`config.mk`:
```
export PLATFORM = sky130hd
export DESIGN_NAME = control_fsm_flat
export DESIGN_NICKNAME = d
export VERILOG_FILES = /design/src/rtl/control_fsm_if.sv /design/src/rtl/control_fsm.sv /design/src/flat_wrapper.sv
export SDC_FILE = /design/constraint.sdc
export NUM_CORES = 1
export LEC_CHECK = 0
export BUFFER_PORTS_ARGS = -buffer_cell sky130_fd_sc_hd__buf_2
export CORE_MARGIN = 1
export CORE_UTILIZATION = 43
export DETAILED_ROUTE_END_ITERATION = 6
export GPL_TIMING_DRIVEN = 0
export PLACE_DENSITY = 0.79
export SLEW_MARGIN = 10
export SYNTH_ARGS = -nofsm -noshare
export SYNTH_HDL_FRONTEND = slang
export SYNTH_SLANG_ARGS = --single-unit
```
`constraint.sdc`:
```
create_clock -name Clock -period 1.9 [get_ports Clock]
set_input_delay 0.19 -clock Clock [delete_from_list [all_inputs] [get_ports Clock]]
set_output_delay 0.19 -clock Clock [all_outputs]
set_load 0.01 [all_outputs]
```
`src/rtl/control_fsm_if.sv`:
```
// rtl/control_fsm_if.sv - Datapath/controller signal bundle for the multicycle control FSM
//
// Groups every non-clock, non-reset signal between the control FSM and the
// datapath it steers.
//   slave  : the controller side (control_fsm). Consumes Instr/Zero/MemReady
//            and drives every control line plus Halt/Illegal/State.
//   master : the datapath side. Drives Instr/Zero/MemReady and observes the
//            control lines.
// Signal meanings:
//   Instr[23:0]  instruction register contents, [23:20] opcode, [3:0] funct
//   Zero         ALU zero flag
//   MemReady     memory completion strobe
//   ALUOp/Funct  ALU control inputs
//   ALUSrcB      00 reg B, 01 const 1, 10 sign-extended imm, 11 branch offset
//   PCSrc        00 ALU result, 01 ALUOut, 10 jump target
//   State        current controller state code

interface control_fsm_if;
    logic [23:0] Instr;
    logic        Zero;
    logic        MemReady;

    logic [1:0]  ALUOp;
    logic [3:0]  Funct;
    logic        MemReq;
    logic        MemWrite;
    logic        IorD;
    logic        IRWrite;
    logic        PCWrite;
    logic        RegWrite;
    logic        MemToReg;
    logic        RegDst;
    logic        ALUSrcA;
    logic [1:0]  ALUSrcB;
    logic [1:0]  PCSrc;
    logic        Halt;
    logic        Illegal;
    logic [3:0]  State;

    modport master (
        output Instr, Zero, MemReady,
        input  ALUOp, Funct, MemReq, MemWrite, IorD, IRWrite, PCWrite,
               RegWrite, MemToReg, RegDst, ALUSrcA, ALUSrcB, PCSrc,
               Halt, Illegal, State
    );

    modport slave (
        input  Instr, Zero, MemReady,
        output ALUOp, Funct, MemReq, MemWrite, IorD, IRWrite, PCWrite,
               RegWrite, MemToReg, RegDst, ALUSrcA, ALUSrcB, PCSrc,
               Halt, Illegal, State
    );
endinterface

```
`src/rtl/control_fsm.sv`:
```
// rtl/control_fsm.sv - Multicycle processor control FSM
//
// Sequences fetch, decode, execute, memory access and write-back for a small
// multicycle datapath. All control outputs are a function of the current
// state, qualified only by MemReady (FETCH/MEM_READ/MEM_WRITE) and Zero
// (BRANCH).
// Ports:
//   Clock        rising-edge clock
//   Resetn       asynchronous active-low reset
//   bus (slave)  Instr/Zero/MemReady in; ALUOp, Funct, MemReq, MemWrite,
//                IorD, IRWrite, PCWrite, RegWrite, MemToReg, RegDst,
//                ALUSrcA, ALUSrcB, PCSrc, Halt, Illegal, State out
// Parameter:
//   MUL_CYCLES   cycles spent in EXEC_MUL holding ALUOp=11 (1..15)

module control_fsm #(
    parameter int unsigned MUL_CYCLES = 3
) (
    input  logic         Clock,
    input  logic         Resetn,
    control_fsm_if.slave bus
);

    localparam logic [3:0] OP_R    = 4'b0000;
    localparam logic [3:0] OP_MUL  = 4'b0001;
    localparam logic [3:0] OP_LS   = 4'b0010;
    localparam logic [3:0] OP_SS   = 4'b0011;
    localparam logic [3:0] OP_BEQ  = 4'b0100;
    localparam logic [3:0] OP_BNE  = 4'b0101;
    localparam logic [3:0] OP_J    = 4'b0110;
    localparam logic [3:0] OP_HALT = 4'b1111;

    // Terminal count of the EXEC_MUL counter (counts 0 .. MUL_CYCLES-1).
    localparam logic [3:0] MUL_LAST = 4'(MUL_CYCLES - 1);

    typedef enum logic [3:0] {
        FETCH     = 4'd0,
        DECODE    = 4'd1,
        EXEC_R    = 4'd2,
        EXEC_MUL  = 4'd3,
        WB_R      = 4'd4,
        MEM_ADDR  = 4'd5,
        MEM_READ  = 4'd6,
        MEM_WRITE = 4'd7,
        WB_MEM    = 4'd8,
        BRANCH    = 4'd9,
        JUMP      = 4'd10,
        HALTED    = 4'd11
    } state_t;

    state_t     state_q, state_d;
    logic [3:0] op_q, op_d;
    logic [3:0] mul_cnt_q, mul_cnt_d;
    logic       illegal_q, illegal_d;

    logic [3:0] opcode;
    logic       mem_ready;

    logic [1:0] alu_op;
    logic [3:0] funct;
    logic       mem_req;
    logic       mem_write;
    logic       ior_d;
    logic       ir_write;
    logic       pc_write;
    logic       reg_write;
    logic       mem_to_reg;
    logic       reg_dst;
    logic       alu_src_a;
    logic [1:0] alu_src_b;
    logic [1:0] pc_src;
    logic       halt;

    logic       unused_instr_bits;

    assign opcode            = bus.Instr[23:20];
    assign unused_instr_bits = ^bus.Instr[19:4];

    // While reset is held the outputs must look like FETCH with no memory
    // completion, so the strobe is masked rather than trusted.
    assign mem_ready = bus.MemReady & Resetn;

    always_ff @(posedge Clock or negedge Resetn) begin
        if (!Resetn) begin
            state_q   <= FETCH;
            op_q      <= OP_R;
            mul_cnt_q <= 4'd0;
            illegal_q <= 1'b0;
        end else begin
            state_q   <= state_d;
            op_q      <= op_d;
            mul_cnt_q <= mul_cnt_d;
            illegal_q <= illegal_d;
        end
    end

    always_comb begin
        state_d    = state_q;
        op_d       = op_q;
        mul_cnt_d  = mul_cnt_q;
        illegal_d  = illegal_q;

        alu_op     = 2'b00;
        funct      = 4'b0000;
        mem_req    = 1'b0;
        mem_write  = 1'b0;
        ior_d      = 1'b0;
        ir_write   = 1'b0;
        pc_write   = 1'b0;
        reg_write  = 1'b0;
        mem_to_reg = 1'b0;
        reg_dst    = 1'b0;
        alu_src_a  = 1'b0;
        alu_src_b  = 2'b00;
        pc_src     = 2'b00;
        halt       = 1'b0;

        unique case (state_q)
            FETCH: begin
                mem_req   = 1'b1;
                alu_src_b = 2'b01;
                if (mem_ready) begin
                    ir_write = 1'b1;
                    pc_write = 1'b1;
                    state_d  = DECODE;
                end
            end

            DECODE: begin
                alu_src_b = 2'b11;
                // The opcode is captured here so later states keep the
                // chosen path even if Instr changes underneath them.
                op_d      = opcode;
                unique case (opcode)
                    OP_R:          state_d = EXEC_R;
                    OP_MUL: begin
                        state_d   = EXEC_MUL;
                        mul_cnt_d = 4'd0;
                    end
                    OP_LS, OP_SS:  state_d = MEM_ADDR;
                    OP_BEQ, OP_BNE: state_d = BRANCH;
                    OP_J:          state_d = JUMP;
                    OP_HALT:       state_d = HALTED;
                    default: begin
                        state_d   = HALTED;
                        illegal_d = 1'b1;
                    end
                endcase
            end

            EXEC_R: begin
                alu_op    = 2'b10;
                funct     = bus.Instr[3:0];
                alu_src_a = 1'b1;
                state_d   = WB_R;
            end

            EXEC_MUL: begin
                alu_op    = 2'b11;
                alu_src_a = 1'b1;
                if (mul_cnt_q == MUL_LAST) begin
                    state_d = WB_R;
                end else begin
                    mul_cnt_d = mul_cnt_q + 4'd1;
                end
            end

            WB_R: begin
                reg_write = 1'b1;
                reg_dst   = 1'b1;
                state_d   = FETCH;
            end

            MEM_ADDR: begin
                alu_src_a = 1'b1;
                alu_src_b = 2'b10;
                state_d   = (op_q == OP_SS) ? MEM_WRITE : MEM_READ;
            end

            MEM_READ: begin
                mem_req = 1'b1;
                ior_d   = 1'b1;
                if (mem_ready) begin
                    state_d = WB_MEM;
                end
            end

            MEM_WRITE: begin
                mem_req   = 1'b1;
                ior_d     = 1'b1;
                mem_write = 1'b1;
                if (mem_ready) begin
                    state_d = FETCH;
                end
            end

            WB_MEM: begin
                reg_write  = 1'b1;
                mem_to_reg = 1'b1;
                state_d    = FETCH;
            end

            BRANCH: begin
                alu_op    = 2'b01;
                alu_src_a = 1'b1;
                pc_src    = 2'b01;
                pc_write  = ((op_q == OP_BEQ) &&  bus.Zero) ||
                            ((op_q == OP_BNE) && !bus.Zero);
                state_d   = FETCH;
            end

            JUMP: begin
                pc_write = 1'b1;
                pc_src   = 2'b10;
                state_d  = FETCH;
            end

            HALTED: begin
                halt = 1'b1;
            end

            default: begin
                state_d = FETCH;
            end
        endcase
    end

    assign bus.ALUOp    = alu_op;
    assign bus.Funct    = funct;
    assign bus.MemReq   = mem_req;
    assign bus.MemWrite = mem_write;
    assign bus.IorD     = ior_d;
    assign bus.IRWrite  = ir_write;
    assign bus.PCWrite  = pc_write;
    assign bus.RegWrite = reg_write;
    assign bus.MemToReg = mem_to_reg;
    assign bus.RegDst   = reg_dst;
    assign bus.ALUSrcA  = alu_src_a;
    assign bus.ALUSrcB  = alu_src_b;
    assign bus.PCSrc    = pc_src;
    assign bus.Halt     = halt;
    assign bus.Illegal  = illegal_q;
    assign bus.State    = state_q;

endmodule

```
`src/flat_wrapper.sv`:
```
// flat-port wrapper written by rule: the top's interface ports become plain ports
module control_fsm_flat 
#(
    parameter int unsigned MUL_CYCLES = 3
)
  (Clock, Resetn, bus_Instr, bus_Zero, bus_MemReady, bus_ALUOp, bus_Funct, bus_MemReq, bus_MemWrite, bus_IorD, bus_IRWrite, bus_PCWrite, bus_RegWrite, bus_MemToReg, bus_RegDst, bus_ALUSrcA, bus_ALUSrcB, bus_PCSrc, bus_Halt, bus_Illegal, bus_State);
  control_fsm_if bus_i ();
  input  logic Clock;
  input  logic Resetn;
  input wire logic [$bits(bus_i.Instr)-1:0] bus_Instr;
  input wire logic [$bits(bus_i.Zero)-1:0] bus_Zero;
  input wire logic [$bits(bus_i.MemReady)-1:0] bus_MemReady;
  output wire logic [$bits(bus_i.ALUOp)-1:0] bus_ALUOp;
  output wire logic [$bits(bus_i.Funct)-1:0] bus_Funct;
  output wire logic [$bits(bus_i.MemReq)-1:0] bus_MemReq;
  output wire logic [$bits(bus_i.MemWrite)-1:0] bus_MemWrite;
  output wire logic [$bits(bus_i.IorD)-1:0] bus_IorD;
  output wire logic [$bits(bus_i.IRWrite)-1:0] bus_IRWrite;
  output wire logic [$bits(bus_i.PCWrite)-1:0] bus_PCWrite;
  output wire logic [$bits(bus_i.RegWrite)-1:0] bus_RegWrite;
  output wire logic [$bits(bus_i.MemToReg)-1:0] bus_MemToReg;
  output wire logic [$bits(bus_i.RegDst)-1:0] bus_RegDst;
  output wire logic [$bits(bus_i.ALUSrcA)-1:0] bus_ALUSrcA;
  output wire logic [$bits(bus_i.ALUSrcB)-1:0] bus_ALUSrcB;
  output wire logic [$bits(bus_i.PCSrc)-1:0] bus_PCSrc;
  output wire logic [$bits(bus_i.Halt)-1:0] bus_Halt;
  output wire logic [$bits(bus_i.Illegal)-1:0] bus_Illegal;
  output wire logic [$bits(bus_i.State)-1:0] bus_State;
  assign bus_i.Instr = bus_Instr;
  assign bus_i.Zero = bus_Zero;
  assign bus_i.MemReady = bus_MemReady;
  assign bus_ALUOp = bus_i.ALUOp;
  assign bus_Funct = bus_i.Funct;
  assign bus_MemReq = bus_i.MemReq;
  assign bus_MemWrite = bus_i.MemWrite;
  assign bus_IorD = bus_i.IorD;
  assign bus_IRWrite = bus_i.IRWrite;
  assign bus_PCWrite = bus_i.PCWrite;
  assign bus_RegWrite = bus_i.RegWrite;
  assign bus_MemToReg = bus_i.MemToReg;
  assign bus_RegDst = bus_i.RegDst;
  assign bus_ALUSrcA = bus_i.ALUSrcA;
  assign bus_ALUSrcB = bus_i.ALUSrcB;
  assign bus_PCSrc = bus_i.PCSrc;
  assign bus_Halt = bus_i.Halt;
  assign bus_Illegal = bus_i.Illegal;
  assign bus_State = bus_i.State;
  control_fsm #(.MUL_CYCLES(MUL_CYCLES)) u_core (.Clock(Clock), .Resetn(Resetn), .bus(bus_i));
endmodule
```
==> flow_summary.toml <==
[sta]
slew_headroom = 0.596
maxSlewViolCount = 0
hold_viol = 0
setup_viol = 0
tightestPinTransition_ns = 0.604
period_needed_ns = 1.84
setup_tns_ns = 0
period_share = 0.966
fmaxAchievable_ghz = 0.545
finalClockSkew_ns = 0.00222

[setup_path]
critical_path.startpoint = "u_core.bus.State[2]"
cp.required_ns = 1.71
r2r_start = "u_core.bus.State[3]"
crit_end = "bus_PCWrite"
critPathCaptureType = "primary output"
worst-endpoint-arrival_ns = 1.65
r2r_end = "u_core.mul_cnt_q[0]"
r2r_cells = 5
reg2reg_slack_ns = 0.20
cp-start-kind = "register"
critPathKind = "register to primary output"
crit_fanout = 6

[global_routing]
grt_overflow = 0
antenna_found_initial = 0
grt_usage = 0.205
grt_pass1_vias = 790
grt_max_degree = 14
grt_pass1_wl_um = 3380

[logic_synthesis]
synth_top_family_by_area = "simple AND/OR/NAND/NOR gates"
synth_cell_types = 37
ys.warnings.count = 0
ys_ff_latch = 13
synth.area.mux_share = 0.0495
yosysSeqAreaShare = 0.357
netlist_area_sq_um = 911
syn_inst = 107
synth-simple-area-share = 0.310
synth-compound-area-share = 0.172
synth_fa_ha_area_frac = 0.0275
avgSynthCellArea_sq_um = 8.51
synth_xor_area_frac = 0.0385
synth_nets = 137

[cells_and_area]
layout.cells.non_filler = 177
n_fill_cell = 171
diodes = 0
stdcell_area_sq_um = 1220
drive_gt1_frac = 0.400
utilization = 0.616
area_growth_syn_to_layout_pct = 33.9
fin_nets = 181

[detailed_routing]
wl_per_cell_um = 13.4
drt_iter0_markers = 17
firstDrtPassIters = 4
via_count = 962
vias_per_cell = 5.44
remaining_drc_errors = 0
drtAntennaViolNets = 0
totalWireLength_um = 2380

[power]
p_per_area_nw_per_um2 = 1470
ir_worst_vdd_mv = 0.988
total_leakage_power_nw = 0.613

[worst_hold_path]
hold_class = "input pin to register"
worstHoldStart = "bus_Instr[20]"
hold_depth = 2

[floorplan]
die_h_um = 48.0
core_sq_um = 1980
start_util = 0.460
die-width_um = 48.0
die_area_sq_um = 2310
ios = 53
core.rowCount = 16

[placement]
hpwl_um = 1710
io_buffers = 36
gp_congestion = 0.799
placedCellCount = 170
postPlaceCellArea_sq_um = 1120

[cts]
htreeDepth = 1
cts_tree = "built"
root_buffer = "clkbuf_4"
insertion_delay_ns = 0.27
clockBufferDepth = 2
clkTransAtPathRegs_ns = 0.08
numCtsBuffers = 3
cts_sinks = 13

[outcome]
status = "finished, final reports clean"

[flow_run]
max-cap-violations = 0
stage by stage:
stage | hold slack, ns | worst slack, ns | power [mW]
final | 0.213 | 0.0640 | 1.79
after CTS | 0.206 | -0.00178 | 1.69
after detailed placement | 0.118 | 0.216 | 1.50
after global placement | 0.112 | 0.218 | 1.47
after global routing | 0.215 | -0.0273 | 1.94
after floorplan | -0.106 | 0.270 | 1.19
cells in the mapped netlist:
cell / instances / share of area
a211o_1: 2 / 0.019
mux2_2: 4 / 0.049
a21oi_1: 9 / 0.049
o22ai_1: 2 / 0.014
o21a_1: 1 / 0.0082
nand2b_1: 3 / 0.021
and3_1: 4 / 0.027
buf_1: 1 / 0.0041
nor3b_1: 1 / 0.0082
xor2_1: 2 / 0.019
or3_1: 1 / 0.0069
nand4b_1: 1 / 0.0096
a211oi_1: 1 / 0.0082
buf_2: 3 / 0.016
and2_1: 2 / 0.014
nand2_1: 8 / 0.033
nor2_1: 11 / 0.045
o31ai_2: 1 / 0.014
o211ai_2: 1 / 0.014
or2_4: 1 / 0.0096
o21ai_0: 2 / 0.011
dfrtp_1: 13 / 0.36
o32ai_1: 1 / 0.0096
nor3_1: 6 / 0.033
nor4b_4: 1 / 0.026
inv_1: 4 / 0.016
xnor2_1: 2 / 0.019
o211ai_1: 1 / 0.0082
nand3_1: 5 / 0.027
or4_1: 1 / 0.0082
clkbuf_1: 2 / 0.0082
o21bai_1: 1 / 0.0082
nor4_1: 2 / 0.014
or2_2: 1 / 0.0069
nor2b_1: 3 / 0.021
ha_1: 2 / 0.027
a21o_1: 1 / 0.0082
state kept, by name, summed over array words and instances (netlist names):
name / flops
u_core.mul_cnt_q: 4
u_core.bus.Illegal: 1
u_core.op_q: 4
u_core.bus.State: 4
worst max-delay path: stages (launching register included):
cell and delay (ns):
dfrtp_1 0.47, or2_4 0.31, nor4_2 0.31, o21bai_1 0.16, buf_2 0.14
report_power, final:
group          internal, mW  switching, mW  leakage (nW)
Sequential            0.399          0.139         0.158
Combinational         0.495          0.588         0.441
Clock                0.0811         0.0875        0.0150
Total                 0.975          0.814         0.613
placed cells by master, fill, tap and decap left out, types with 2 or more instances in the layout:
| cell type | instances |
|---|---|
| a211o_1 | 2 |
| a21oi_1 | 9 |
| and2_1 | 2 |
| and3_1 | 4 |
| buf_2 | 37 |
| buf_4 | 2 |
| clkbuf_2 | 3 |
| clkbuf_4 | 4 |
| dfrtp_1 | 13 |
| ha_1 | 2 |
| inv_1 | 4 |
| mux2_2 | 4 |
| nand2_1 | 8 |
| nand2b_1 | 2 |
| nand3_1 | 5 |
| nor2_1 | 11 |
| nor2b_1 | 2 |
| nor3_1 | 6 |
| o21ai_0 | 2 |
| o22ai_1 | 2 |
| xnor2_1 | 2 |
| xor2_1 | 2 |
logic make-up (layout without fill, tap and decap cells):
family,after synthesis,count (layout)
buf+inv,10,53
simple gates,51,51
fa+ha+maj,2,2
xor+xnor,4,4
flops,13,13
compound gates,23,23
mux,4,4
how the worst min path moves through the flow:
stage                              end
finish                  u_core.op_q[0]
detailed placement      u_core.op_q[2]
floorplan           u_core.bus.Illegal
global route            u_core.op_q[0]
global placement        u_core.op_q[2]
CTS                     u_core.op_q[0]
metal layers:
metal / global-route usage / up-vias / wire length [um]
li1: - / 470 / -
met1: 0.274 / 456 / 1100
met2: 0.338 / 36 / 1180
met3: 0.0226 / 0 / 98
met4: 0.0833 / 0 / 0
met5: 0 / - / 0
layout make-up:
| class | instances | area, sq um | share of cell area |
|---|---|---|---|
| Clock buffer | 4 | 26.3 | 0.0215 |
| Tap cell | 27 | 33.8 | 0.0277 |
| Sequential cell | 13 | 325 | 0.267 |
| Buffer | 6 | 38.8 | 0.0318 |
| Timing Repair Buffer | 39 | 205 | 0.168 |
| Inverter | 4 | 15.0 | 0.0123 |
| Multi-Input combinational cell | 84 | 576 | 0.472 |
repair_timing:
item                       in CTS  in global routing
resized for setup               3                 11
setup buffers                   0                  2
hold buffers                    1                  0
hold endpoints to repair       13                  0
pin swaps                       0                  1
setup endpoints to repair       2                  9
Power figures use the tool's default switching activity.
